===== src/rtl/stack_access_controller.sv =====
// stack_access_controller
// Moves a LIFO stack held in an external synchronous memory. It accepts one
// push or pop at a time and drives the memory port. A pop returns its word
// two edges after it is accepted.
//
// Ports
//   Clock, Reset      : rising-edge clock, asynchronous active-high reset
//   Push, Pop         : requests, sampled only while Ready=1 (Push wins a tie)
//   PushData          : word to push, sampled with Push
//   Ready             : controller idle (state==IDLE)
//   PopData, PopValid : popped word and its one-cycle valid strobe
//   Full, Empty       : pointer status, decoded from StackPointer
//   Overflow/Underflow: sticky error flags, cleared only by Reset
//   StackPointer      : number of words currently stacked
//   Mem*              : registered memory port; MemDataOut is registered
//                       read data, valid one edge after MemAddr is presented
module stack_access_controller #(
    parameter int unsigned DEPTH = 300,
    parameter int unsigned WIDTH = 32,
    parameter int unsigned PTRW  = 9
) (
    input  logic               Clock,
    input  logic               Reset,
    input  logic               Push,
    input  logic               Pop,
    input  logic [WIDTH-1:0]   PushData,
    output logic               Ready,
    output logic [WIDTH-1:0]   PopData,
    output logic               PopValid,
    output logic               Full,
    output logic               Empty,
    output logic               Overflow,
    output logic               Underflow,
    output logic [PTRW-1:0]    StackPointer,
    output logic [31:0]        MemAddr,
    output logic [WIDTH-1:0]   MemDataIn,
    output logic               MemWrite,
    output logic               MemUseStk,
    input  logic [WIDTH-1:0]   MemDataOut
);

    localparam int unsigned ADDRW = 32;
    localparam logic [PTRW-1:0] DEPTH_PTR = PTRW'(DEPTH);

    // The pointer must be able to hold DEPTH itself (the full count).
    if ((64'd1 << PTRW) <= 64'(DEPTH)) begin : g_bad_ptrw
        $error("stack_access_controller: PTRW too small for DEPTH");
    end

    typedef enum logic [1:0] {
        IDLE    = 2'd0,
        WR      = 2'd1,
        RD_WAIT = 2'd2,
        RD_CAP  = 2'd3
    } state_t;

    state_t state;

    // Status decoded straight from the registered state and pointer.
    assign Ready = (state == IDLE);
    assign Full  = (StackPointer == DEPTH_PTR);
    assign Empty = (StackPointer == '0);

    // Control FSM with all memory-side and pop outputs registered.
    always_ff @(posedge Clock or posedge Reset) begin
        if (Reset) begin
            state        <= IDLE;
            StackPointer <= '0;
            MemAddr      <= '0;
            MemDataIn    <= '0;
            MemWrite     <= 1'b0;
            MemUseStk    <= 1'b0;
            PopData      <= '0;
            PopValid     <= 1'b0;
            Overflow     <= 1'b0;
            Underflow    <= 1'b0;
        end else begin
            PopValid <= 1'b0;
            unique case (state)
                IDLE: begin
                    if (Push) begin
                        // Push has priority; a simultaneous Pop is dropped silently.
                        if (!Full) begin
                            MemAddr      <= ADDRW'(StackPointer);
                            MemDataIn    <= PushData;
                            MemWrite     <= 1'b1;
                            MemUseStk    <= 1'b1;
                            StackPointer <= StackPointer + PTRW'(1);
                            state        <= WR;
                        end else begin
                            Overflow <= 1'b1;
                        end
                    end else if (Pop) begin
                        if (!Empty) begin
                            MemAddr      <= ADDRW'(StackPointer - PTRW'(1));
                            MemWrite     <= 1'b0;
                            MemUseStk    <= 1'b1;
                            StackPointer <= StackPointer - PTRW'(1);
                            state        <= RD_WAIT;
                        end else begin
                            Underflow <= 1'b1;
                        end
                    end
                end
                WR: begin
                    // Memory has taken the write on this edge.
                    MemWrite  <= 1'b0;
                    MemUseStk <= 1'b0;
                    state     <= IDLE;
                end
                RD_WAIT: begin
                    // Memory latches the read address on this edge.
                    state <= RD_CAP;
                end
                RD_CAP: begin
                    PopData   <= MemDataOut;
                    PopValid  <= 1'b1;
                    MemUseStk <= 1'b0;
                    state     <= IDLE;
                end
                default: begin
                    state <= IDLE;
                end
            endcase
        end
    end

endmodule


===== config.mk =====
export PLATFORM = sky130hd
export DESIGN_NAME = stack_access_controller
export DESIGN_NICKNAME = d
export VERILOG_FILES = /design/src/rtl/stack_access_controller.sv
export SDC_FILE = /design/constraint.sdc
export NUM_CORES = 1
export LEC_CHECK = 0
export CAP_MARGIN = 20
export CORE_MARGIN = 10
export CORE_UTILIZATION = 43
export CTS_BUF_LIST = sky130_fd_sc_hd__clkbuf_8
export DETAILED_ROUTE_END_ITERATION = 7
export GPL_TIMING_DRIVEN = 1
export PLACE_DENSITY = 0.87
export SKIP_LAST_GASP = 1
export SLEW_MARGIN = 20
export SYNTH_ARGS = -nofsm -noshare
export SYNTH_HDL_FRONTEND = slang
export SYNTH_SLANG_ARGS = --single-unit

===== constraint.sdc =====
create_clock -name Clock -period 3.9 [get_ports Clock]
set_input_delay 1.17 -clock Clock [delete_from_list [all_inputs] [get_ports Clock]]
set_output_delay 1.17 -clock Clock [all_outputs]
set_load 0.1 [all_outputs]

==> results_dict.tcl <==
set metrics [dict create \
    status "finished, final reports clean" \
    fin_nets 559 \
    wl_per_cell_um 17.8 \
    drtAntennaViolNets 0 \
    die_w_um 117 \
    synth.ff_latch_count 90 \
    vias 3028 \
    cap_violations 0 \
    clk_latency_ps 380 \
    grt_max_degree 48 \
    diodes 0 \
    hold-path-cell-count 1 \
    placement.io_buffers 180 \
    routed.top_layer "met4" \
    design_area_um2 5850 \
    slew_headroom_pct 33.0 \
    r2r_start "StackPointer[0]" \
    cts_tree "yes" \
    cp-end-kind "output pin" \
    tns_ps 0 \
    critPathKind "register to output pin" \
    grt_pass1_wl_um 16700 \
    grt_overflow_total 0 \
    setup_viol 0 \
    yosys.area.top_type "dfrtp_1" \
    dpl_cell_area_um2 5640 \
    final_common_cell "buf_4" \
    clockBufferDepth 2 \
    syn_area_um2 4070 \
    htreeDepth 3 \
    hold_viol 0 \
    rsz0062_at_grt "false" \
    seq_area_frac_synth_pct 55.3 \
    hold_slack_ps 482 \
    finClkSkew_ps 15.0 \
    cts_resized 0 \
    drc_errors 0 \
    fin_crit_sh_pct 87.2 \
    holdBufCountCts 0 \
    fillCellCount 744 \
    dieHeight_um 117 \
    numCtsBuffers 9 \
    arrival_ps 2230 \
    path_max_fanout 5 \
    core-area_um2 9240 \
    io_pins 181 \
    drt_iter0_drc 140 \
    gp_congestion 0.848 \
    final_cell_mix "buf_4, clkdlybuf4s50_1, dfrtp_1" \
    grtUsageTotal_pct 15.5 \
    cp_data_required_time_ps 2730 \
    drv_slew 0 \
    wl_um 11000 \
    area_delta_synth_final_pct 43.7 \
    synthCells 318 \
    dp_hpwl_um 8690 \
    rows 35 \
    yosysTopAreaCellShare_pct 55.3 \
    wl_met1_um 3990 \
    cts_sinks 90 \
    drt_pass1_iterations 4 \
    max_freq_mhz 294 \
    cts_setup_buffers 0 \
    antenna_found_initial 0 \
    synth.distinct_cells 38 \
    min_path_type "register to register" \
    wl_met3_um 1390 \
    min-delay-start "Overflow" \
    dr_wl_met2_um 5450 \
    synthesis.nets 395 \
    tightestPinTransition_ps 1000 \
    drive_gt1_share_pct 39.2 \
    worstRegToRegCells 8 \
    startpoint "StackPointer[0]" \
    initial_core_util_pct 44.0 \
    clkSlewWorstSetupHoldPaths_ps 100 \
    via_per_inst 4.92 \
    min_period_ps 3400 \
    synth_warnings 0 \
    cts-root-buf "clkbuf_8" \
    synth.area.top_cells "dfrtp_1, mux2_2, buf_4" \
    grt_pass1_vias 3301 \
    dieArea_um2 13800 \
    start_kind "register" \
    avgSynthCellArea_um2 12.8 \
]
-- per-stage QoR --
| step | instances | worst slack, ps | utilization (%) |
|---|---|---|---|
| final | 616 | 499 | 63.3 |
| after floorplan | 318 | 198 | - |
| after global placement | 600 | 654 | 61.1 |
| after CTS | 616 | 506 | 63.3 |
| after global routing | 616 | 387 | 63.3 |
| after detailed placement | 600 | 587 | 61.1 |
-- critical path: stages (launching register included) --
cell	delay, ps
dfrtp_1	460
inv_1	150
ha_1	190
or4b_1	530
nor2_2	200
buf_4	330
-- synthesized netlist by cell type, drive strengths merged --
cell and n:
dfrtp 90, mux2 64, buf 33, nand2 25, o21ai 20, a21oi 12, nor2 10, xor2 9
ha 8, xnor2 7, inv 6, a21o 5, nand3 4, a31o 3, a31oi 2, clkbuf 2
nor2b 2, nor4 2, and2 1, and3b 1, and4 1, and4b 1, and4bb 1, fa 1
mux2i 1, nand2b 1, nand4 1, nor3 1, o21a 1, o41ai 1, or4 1, or4b 1
-- cell type report --
| cell class | instances | area (µm²) | area share [%] |
|---|---|---|---|
| Tap cell | 129 | 161 | 2.76 |
| Clock buffer | 9 | 124 | 2.12 |
| Multi-Input combinational cell | 187 | 1550 | 26.5 |
| Timing Repair Buffer | 188 | 1660 | 28.3 |
| Inverter | 6 | 23.8 | 0.406 |
| Clock inverter | 7 | 82.6 | 1.41 |
| Sequential cell | 90 | 2250 | 38.5 |
-- worst paths after layout --
path                              endpoint  slack (ps)
max in group asynchronous    MemDataIn[28]        1940
max                                  Empty         500
min in group asynchronous      PopData[23]        1230
max reg2reg                StackPointer[7]        1440
min reg2reg                       Overflow         480
min                               Overflow         480
-- kinds of logic after synthesis --
kind of cell    count (synthesis)  share of synthesized area (%)
xor+xnor                       16                           3.44
fa+ha+maj                       9                           2.95
buf+inv                        41                           6.67
flops                          90                           55.3
simple gates                   53                           6.33
mux                            65                           18.0
compound gates                 44                           7.32
-- layer usage --
metal | track usage, % | up-vias
met5 | 0 | -
met4 | 4.04 | 0
met3 | 8.82 | 14
met2 | 26.4 | 132
met1 | 16.2 | 1463
li1 | - | 1419
-- registers in the layout (all words and copies together), names as in the netlist --
name and flops:
Overflow 1, MemWrite 1, Underflow 1, MemDataIn 32
StackPointer 9, PopData 32, MemUseStk 1, MemAddr 10
PopValid 1, state 2
Power is not shown: default switching activity piles up to over one toggle a cycle in this logic, so the estimate is an artifact.
